**src/rtl/clk_div_prog.sv**
```systemverilog
// clk_div_prog: N_CH programmable 50%-duty clock dividers with glitch-free divisor update; define SYNC_EN to add the SYNC phase-align input.
module clk_div_prog #(
  parameter int N_CH = 4,
  parameter int CNT_W = 22,
  parameter int unsigned DEF_DIV = 2**21-1
)(
  input  logic CLK,
  input  logic RST,
  input  logic EN,
  input  logic LOAD,
  input  logic [(N_CH > 1 ? $clog2(N_CH) : 1)-1:0] CH_SEL,
  input  logic [CNT_W-1:0] DIV_IN,
  output logic [N_CH-1:0] CLK_OUT,
  output logic [N_CH-1:0] TICK
`ifdef SYNC_EN
  , input logic SYNC
`endif
);
  localparam int SEL_W = N_CH > 1 ? $clog2(N_CH) : 1;
  for (genvar c = 0; c < N_CH; c++) begin : g_ch
    logic [CNT_W-1:0] cnt, div, pend;
    logic pv, out, tck, tc, wr;
    assign tc = EN && cnt == div;
    assign wr = LOAD && CH_SEL == SEL_W'(c);
    assign CLK_OUT[c] = out;
    assign TICK[c] = tck;
    always_ff @(posedge CLK) begin
      if (RST) begin
        cnt <= '0;
        out <= 1'b0;
        tck <= 1'b0;
        div <= CNT_W'(DEF_DIV);
        pv <= 1'b0;
      end
`ifdef SYNC_EN
      else if (SYNC) begin
        cnt <= '0;
        out <= 1'b0;
        tck <= 1'b0;
        div <= wr ? DIV_IN : pv ? pend : div;
        pv <= 1'b0;
      end
`endif
      else begin
        tck <= tc && !out;
        if (EN) begin
          cnt <= tc ? '0 : cnt + CNT_W'(1);
          out <= out ^ tc;
        end
        // divisor only changes at terminal count, so half-periods are never cut short
        if (wr && tc) begin
          div <= DIV_IN;
          pv <= 1'b0;
        end else if (wr) begin
          pend <= DIV_IN;
          pv <= 1'b1;
        end else if (tc && pv) begin
          div <= pend;
          pv <= 1'b0;
        end
      end
    end
  end
endmodule

```
**config.mk**
```make
export PLATFORM = sky130hd
export DESIGN_NAME = clk_div_prog
export DESIGN_NICKNAME = d
export VERILOG_FILES = /design/src/rtl/clk_div_prog.sv
export SDC_FILE = /design/constraint.sdc
export NUM_CORES = 1
export LEC_CHECK = 0
export CAP_MARGIN = 30
export CORE_MARGIN = 8
export CORE_UTILIZATION = 50
export CTS_CLUSTER_SIZE = 25
export DETAILED_ROUTE_END_ITERATION = 10
export PLACE_DENSITY_LB_ADDON = 0.15
export REMOVE_ABC_BUFFERS = 1
export SLEW_MARGIN = 20
export SYNTH_ARGS = -nofsm -noshare
export SYNTH_HDL_FRONTEND = slang
export SYNTH_SLANG_ARGS = --single-unit
export TNS_END_PERCENT = 10
```
**constraint.sdc**
```tcl
create_clock -name CLK -period 9.8 [get_ports CLK]
set_clock_uncertainty 0.2 [all_clocks]
set_input_delay 2.45 -clock CLK [delete_from_list [all_inputs] [get_ports CLK]]
set_output_delay 2.45 -clock CLK [all_outputs]
set_load 0.1 [all_outputs]
```
==> Yosys cells after proc, flatten, opt, wreduce, memory -nomap -nowiden <==
Index checks and enable logic that the tools add are counted.
{ "totals": {"reg_bits": 276, "latch_bits": 0, "mem_bits_rw": 0, "rom_bits": 0, "out_inout_bits": 8, "wordCells": 117, "mem_count": 0} }
{ "classes": {"add_sub_neg": 4, "mul": 0, "n_div": 0, "magnitude_cmp": 0, "eq_ne": 11, "shifts": 0, "n_mux": 24, "bitwise_logic": 9, "reduce_logical": 45} }
{ "op_table": {"columns": ["operator", "n"], "rows": [
  ["22-bit 2-to-1 mux", 16],
  ["22-bit by 1-bit adder with 22-bit output, second input constant", 4],
  ["22-bit equality test", 4],
  ["1-bit logical AND", 20],
  ["2-bit nonzero test", 8],
  ["3-bit AND reduction", 4],
  ["1-bit 2-to-1 mux", 8],
  ["2-bit by 1-bit inequality test with 1-bit output, second input constant", 4],
  ["2-bit AND reduction", 4],
  ["2-bit OR reduction", 4],
  ["1-bit NOT", 5],
  ["2-bit equality test, second input constant", 2],
  ["1-bit logical NOT", 4],
  ["1-bit XOR", 4],
  ["2-bit by 1-bit equality test with 1-bit output, second input constant", 1],
  ["2-bit logical NOT", 1]
]} }

==> Depth between registers and ports, before layout <==
Gate-level depths: netlist (run 1).
{ "depth": {"ltp_word": 6, "ltp_mapped": 9, "mapped_depth_nobuf": 7} }

==> Worst setup path before layout (run 1) <==
No wires, ideal clock.
{ "synth_path": {"kind": "in2reg", "from": "input CH_SEL[0] (netlist name)", "to": "register g_ch[0].pend[0] (enable)", "setup_ps": 433, "arrival_time_ps": 5182, "required_ps": 9167, "path_slack_ps": 3984, "path_stages": 4, "path_buffers": 2, "path_cell_list": "clkbuf_1 nor3b_1 clkbuf_1 nor3b_1"} }
{ "synth_between": {"elab_chain_cells": 5} }
{ "synth_lines": {"columns": ["item", "line", "source"], "rows": [
  ["start: declaration", "11", "input logic [(N_CH > 1 ? $clog2(N_CH) : 1)-1:0] CH_SEL,"],
  ["2-bit logical NOT (*)", "24", "assign wr = LOAD && CH_SEL == SEL_W'(c);"],
  ["1-bit logical AND (*)", "24", null],
  ["1-bit logical AND", "51", "if (wr && tc) begin"],
  ["1-bit NOT (no source line)", null, null],
  ["3-bit AND reduction (no source line) (*)", null, null],
  ["end signal: assignment", "55", "pend <= DIV_IN;"],
  ["end: declaration", "21", "logic [CNT_W-1:0] cnt, div, pend;"]
]} }
Mark *: on every way between the ends. The rest lies on a longest branch, timed or not.
A chain may end at the register's enable or synchronous reset.

==> Worst setup path after layout (run 1) <==
{ "layout_path": {"from": "register g_ch[1].out", "to": "output CLK_OUT[1]"} }
{ "layout_lines": {"columns": ["item", "line", "source"], "rows": [
  ["start: declaration", "22", "logic pv, out, tck, tc, wr;"],
  ["start signal: assignment", "48", "out <= out ^ tc;"],
  ["end: declaration", "13", "output logic [N_CH-1:0] CLK_OUT,"]
]} }
No word-level cell between the ends.

==> impl_results.md, run 1 <==
* Worst-path cell chain: clkdlybuf4s50_1
* Boundary Pins at 36
* Synth Register Bits at between 200 and 300
* Vias in the first global route at approximately 8400
* Hold-fix buffer count after cts at 0
* FMAX at approximately 210 MHz
* Core area at 0.02403 mm²
* Nets at approximately 1300
* Post-Route WL at between 20 and 30 mm
* Slew Viols, Final at 0
* Dpl hpwl at roughly 19 mm
* Max cap viols at 0
* Critical path arrival at ~2.2 ns
* Via count at roughly 9000
* Critical path type: flop to output port
* # port buffers at 35
* Worst slew margin at between 30% and 40%
* Area growth from synthesis to layout at 13.43%
* Worst-margin pin slew at just under 1 ns
* Largest net degree at the start of global routing at 61
* Die H at ~170 µm
* Tcrit/Tclk final at 49.33%
* DR DRC count at 0
* XOR/XNOR Fraction of Synth Area at 12.17%
* Routed vias/inst at ~5.6
* Initial DRT Pass Iterations at 5
* Sequential Area at between 0.006 and 0.007 mm²
* Avg WL per Cell at ~18 µm
* GRT overflow at 0
* Initial antenna violation count at 3
* Final min period at roughly 4.8 ns
* Gp weighted congestion at ~0.83
* Post-synthesis cell count at 1226
* Worst Path Max Fanout at 3
* Crit path required time at slightly above 7 ns
* Final count of hold timing violations at 0
* Area share of fa/ha/maj cells after synthesis at less than 1%
* Share of flip-flops with an asynchronous set or reset at 0%
* Cell area after synthesis at between 0.01 and 0.015 mm²
* Fillers at 2154
* Clk sinks at ~280
* Clk_lat worst skew at between 0.5 and 0.6 ns
* Row count at 57
* CTS tree: done
* Worst Hold Class: flop to flop
* Initial Util at between 50% and 60%
* Slowest library cell on the worst path: clkdlybuf4s50_1
* Ys flop type: dfxtp_1
* Post-synthesis sequential area ratio at a little over half
* Mux cell area share after synthesis at 0%
* Post-route worst setup slack at between 4 and 5 ns
* Worst slack, placed at roughly 4.4 ns
* Ys Warns at 0
* Unrepaired setup endpoints after global routing: no
* Postcts setup bufs at 0
* Clk root buf: clkbuf_16
* Largest family of logic cells by synthesized area: simple AND/OR/NAND/NOR gates
* CP bufs+invs at 1
* Simple-Gate Fraction of Synth Area at around 20%
* Maximum VDD drop at between 100 and 150 µV
* GRT Total Usage at between 10% and 20%
* Clock-pin slew on the worst setup and hold paths at 0.06 ns
* TNS Setup at 0 ns
* CTS buffer count at 30
* CP max stage delay at ~1.2 ns
* Global-route wire length before repair at between 40 and 50 mm
* Startpoint Class: flop
* Status: completed
* Depth of the CTS H-tree at 1
* Crit path max-delay family: buffers and inverters
* Post-cts sizing count at 0
* CTS max path bufs at 3
* Post-synth EDFFs at between 80 and 90
* Die area at a little under 0.03 mm²
* Critical Path End Type: output port
* Post-synthesis compound-gate area fraction at roughly a tenth
* Syn Area/Cell at 9.862 µm²
* Post-DRT Antenna Nets at 0
* First DRT Iteration DRCs at just under 800
* Setup violators final at 0
* Synth unique cells at 45
* Fraction of layout cells with a size suffix above 1 at 6.544%
* Static leakage at 4.703 nW
* Cell area power density at between 150 and 200 mW/mm²
* Multi-input combinational cell area at about 0.0053 mm²
* Die width at 171.5 µm
==> area by class of cell <==
type	instances	share of cell area, %
inverter	14	0.3832
antenna	1	0.01825
clock inverter	8	1.195
clock buffer	48	6.560
tap	324	2.956
multi-input combinational	854	38.63
timing repair buffer	53	3.549
sequential	276	46.71
==> routing by layer <==
layer	up-vias	wire length (µm)	global-route usage [%]
li1	4351	-	-
met1	4211	13640	27.67
met2	187	12690	30.30
met3	45	1512	3.282
met4	6	624	5.066
met5	-	38	0
==> worst paths after layout <==
kind              slack, ns              to      startpoint  cells after the start
hold reg to reg        0.29     g_ch[3].out     g_ch[3].out                      2
setup reg to reg       7.08  g_ch[0].div[6]  g_ch[0].cnt[6]                      5
setup / recovery       4.97      CLK_OUT[1]     g_ch[1].out                      1
hold / removal         0.29     g_ch[3].out     g_ch[3].out                      2
==> report_power, final <==
part           switching, W  total, W  internal [W]  leakage [nW]
logic             0.0000738  0.000105     0.0000316          1.87
clock network      0.000445   0.00120      0.000755         0.518
registers         0.0000133   0.00121       0.00120          2.32
==> cell usage in the layout (no fill, tap or decap), types with 3 or more instances in the layout <==
cell / instances
nand2b_1: 4
nor2b_1: 7
clkbuf_8: 6
clkbuf_16: 31
nor4_1: 12
clkbuf_1: 11
o21ai_1: 4
xor2_1: 95
and4_1: 9
a211oi_1: 4
bufinv_16: 5
nand3_1: 52
nand4_1: 43
dfxtp_1: 188
or2_2: 3
inv_1: 14
nand2_1: 163
o21ai_0: 43
nor3_1: 7
nor2_1: 132
and3_1: 41
xnor2_1: 73
nand3b_1: 7
edfxtp_1: 88
nor3b_1: 3
ha_1: 8
and2_1: 4
o22ai_1: 24
a221o_1: 61
a21oi_1: 25
a32o_1: 3
buf_4: 16
clkdlybuf4s50_1: 33
==> synthesized netlist by cell type (14+ instances only) <==
library cell | n | area share, %
o21ai_0 | 47 | 1.9
dfxtp_1 | 188 | 31
a221o_1 | 61 | 5.1
nor4_1 | 14 | 0.72
a21oi_1 | 25 | 1.0
clkbuf_1 | 60 | 1.9
xor2_1 | 95 | 6.9
nor2_1 | 136 | 4.2
nand4_1 | 43 | 2.2
o22ai_1 | 24 | 1.2
nand2_1 | 163 | 5.1
inv_1 | 14 | 0.43
and3_1 | 41 | 2.1
nand3_1 | 52 | 2.2
xnor2_1 | 73 | 5.3
edfxtp_1 | 88 | 22
==> state kept, by name (all words and copies together) (netlist names) <==
| register | flops |
|---|---|
| g_ch.out | 4 |
| g_ch.tck | 4 |
| g_ch.cnt | 88 |
| g_ch.pend | 88 |
| g_ch.div | 88 |
| g_ch.pv | 4 |
==> metrics by stage <==
step | hold slack, ns | cell area (µm²) | power [W] | cells | util [%]
6_report | 0.2861 | 13710 | 0.002515 | 1578 | 57.06
5_1_grt | 0.3314 | 13710 | 0.002595 | 1577 | 57.05
4_1_cts | 0.2921 | 13690 | 0.002537 | 1575 | 56.94
3_5_place_dp | 0.2840 | 12620 | 0.001339 | 1519 | 52.52
3_3_place_gp | 0.2768 | 12600 | 0.001337 | 1517 | 52.42
2_1_floorplan | 0.2756 | 11710 | 0.001277 | 1144 | -
==> cells by family after synthesis <==
kind of cell	Yosys count
AO/OA/AOI/OAI	173
flip-flops	276
XOR/XNOR	168
adder cells (fa/ha/maj)	8
buffers and inverters	96
AND/OR/NAND/NOR	505
No activity file was read; power rests on OpenSTA's default activity.
==> run 2, diff against run 1 <==
==> constraint.sdc (replaced) <==
create_clock -name CLK -period 4.3 [get_ports CLK]
set_clock_uncertainty 0.2 [all_clocks]
set_input_delay 1.075 -clock CLK [delete_from_list [all_inputs] [get_ports CLK]]
set_output_delay 1.075 -clock CLK [all_outputs]
set_load 0.1 [all_outputs]
==> run 2 against run 1 <==
Combinational power increased by 130%. Clock power is 88% higher. Flip-flop and latch count did not move. Global-route usage rose by 0.14 points. Sequential power up 130%. Cell area decreased by 1.2%.
==> impl_results.md, run 2 (synthesis results as in run 1) <==
* Status: completed
* Fraction of layout cells with a size suffix above 1 at ~6.4%
* GRT overflow at 0
* Worst slew margin at roughly a third
* Leading registers by flop count: g_ch.cnt: 88 flops, g_ch.div: 88 flops, g_ch.pend: 88 flops
* DP Area at ~0.013 mm²
* DR DRC count at 0
* Die H at 171.5 µm
* Die area at 0.02941 mm²
* Static leakage at 4.636 nW
* Worst slack, placed at around 0.71 ns
* Initial DRT Pass Iterations at 5
* Post-cts sizing count at 0
* Nets at 1273
* CP bufs+invs at 1
* Critical Path End Type: output port
* FMAX at 299.5 MHz
* First DRT Iteration DRCs at 720
* Final count of hold timing violations at 0
* Worst-margin pin slew at 0.9779 ns
* Boundary Pins at 36
* Slowest library cell on the worst path: clkdlybuf4s50_1
* Die width at 171.5 µm
* Gp weighted congestion at roughly 0.77
* Core area at 0.02403 mm²
* Unrepaired setup endpoints after global routing: no
* CTS max path bufs at 3
* Maximum VDD drop at around 330 µV
* Global-route wire length before repair at about 46 mm
* Clk_lat worst skew at roughly 0.55 ns
* Hold-fix buffer count after cts at 0
* CTS buffer count at 29
* Depth of the CTS H-tree at 1
* Clk network pwr share at 42.9%
* Reg power frac at around 53%
* CTS tree: done
* Row count at 57
* GRT Total Usage at between 15 and 20%
* Startpoint Class: flop
* Routed vias/inst at 5.631
* Fin area at between 0.01 and 0.015 mm²
* Cell area power density at 387.6 mW/mm²
* Clk sinks at about 280
* Crit path max-delay family: buffers and inverters
* Area growth from synthesis to layout at 12.01%
* Post-route worst setup slack at approximately 0.96 ns
* Critical path arrival at a little over 2 ns
* Internal power at a little over 0.004 W
* Worst Path Max Fanout at 3
* Vias in the first global route at 8363
* Clock-pin slew on the worst setup and hold paths at ~0.06 ns
* Tcrit/Tclk final at approximately 78%
* Dpl hpwl at around 19 mm
* N_diodes at 0
* Switching share of total power at between 20% and 30%
* Max cap viols at 0
* Worst Hold Class: flop to flop
* Clk root buf: clkbuf_16
* Via count at just under 9000
* Switching pwr at 0.001188 W
* Most frequent cells in the layout: dfxtp_1 (188), nand2_1 (163), nor2_1 (132)
* Worst-path cell chain: clkdlybuf4s50_1
* Setup violators final at 0
* Final core occ at 56.35%
* Post-DRT Antenna Nets at 0
* Fillers at between 2000 and 2500
* Initial antenna violation count at 3
* Avg WL per Cell at approximately 18 µm
* Final min period at 3.339 ns
* Postcts setup bufs at 0
* Initial Util at about 50%
* # port buffers at 35
* Slew Viols, Final at 0
* Critical path type: flop to output port
* Most common cell after layout, fill and taps aside: dfxtp_1
* Largest net degree at the start of global routing at 60
* Post-Route WL at approximately 29 mm
* CP max stage delay at between 1 and 1.5 ns
* Crit path required time at ~3.0 ns
* Logic gate share of total power at 4.6%
-- run 2: cell type report --
type / instances / area (µm²) / area share (%)
multi-input cells: 854 / 5288 / 39.04
repair buffers: 62 / 553.0 / 4.084
inverters: 14 / 52.55 / 0.3880
clock buffers: 43 / 788.3 / 5.820
clock inverters: 11 / 50.05 / 0.3695
well taps: 324 / 405.4 / 2.993
flip-flops and latches: 276 / 6406 / 47.30
-- run 2: routing by layer --
layer  share of wire [%]  wire length [µm]  track usage, %
met5                0.14                40               0
met4                 1.8               505           4.764
met3                 6.0              1701           3.098
met2                  44             12660           30.55
met1                  48             13680           28.10
-- run 2: final timing paths --
check                       from              to  slack (ns)  depth (start not counted)
setup / recovery     g_ch[0].out      CLK_OUT[0]        0.96                          1
hold / removal       g_ch[3].out     g_ch[3].out        0.29                          2
setup reg to reg  g_ch[0].cnt[5]  g_ch[0].div[3]        1.57                          5
hold reg to reg      g_ch[3].out     g_ch[3].out        0.29                          2
-- run 2: per-stage QoR --
stage               total power (W)  instances  hold WS (ns)  setup TNS [ns]
finish                     0.005250       1584        0.2895               0
global route               0.005429       1584        0.3262               0
CTS                        0.005306       1584        0.2884               0
detailed placement         0.003055       1530        0.2801               0
global placement           0.003052       1529        0.2791               0
floorplan                  0.002911       1144        0.2756          -39.44
-- run 2: power groups by stage --
stage | clock [W] | combinational [W] | sequential (W)
final | 0.00225 | 0.000243 | 0.00276
after global routing | 0.00240 | 0.000265 | 0.00276
after CTS | 0.00231 | 0.000245 | 0.00276
after detailed placement | 0 | 0.000243 | 0.00281
after global placement | 0 | 0.000241 | 0.00281
after floorplan | 0 | 0.0000896 | 0.00282
-- run 2: worst register-to-register path, cell delays in order (launching register included) --
cell     delay (ns)
dfxtp_1        0.46
xnor2_1        0.16
nand4_1        0.11
or4_4          0.56
or3_1          0.67
a221o_1        0.46
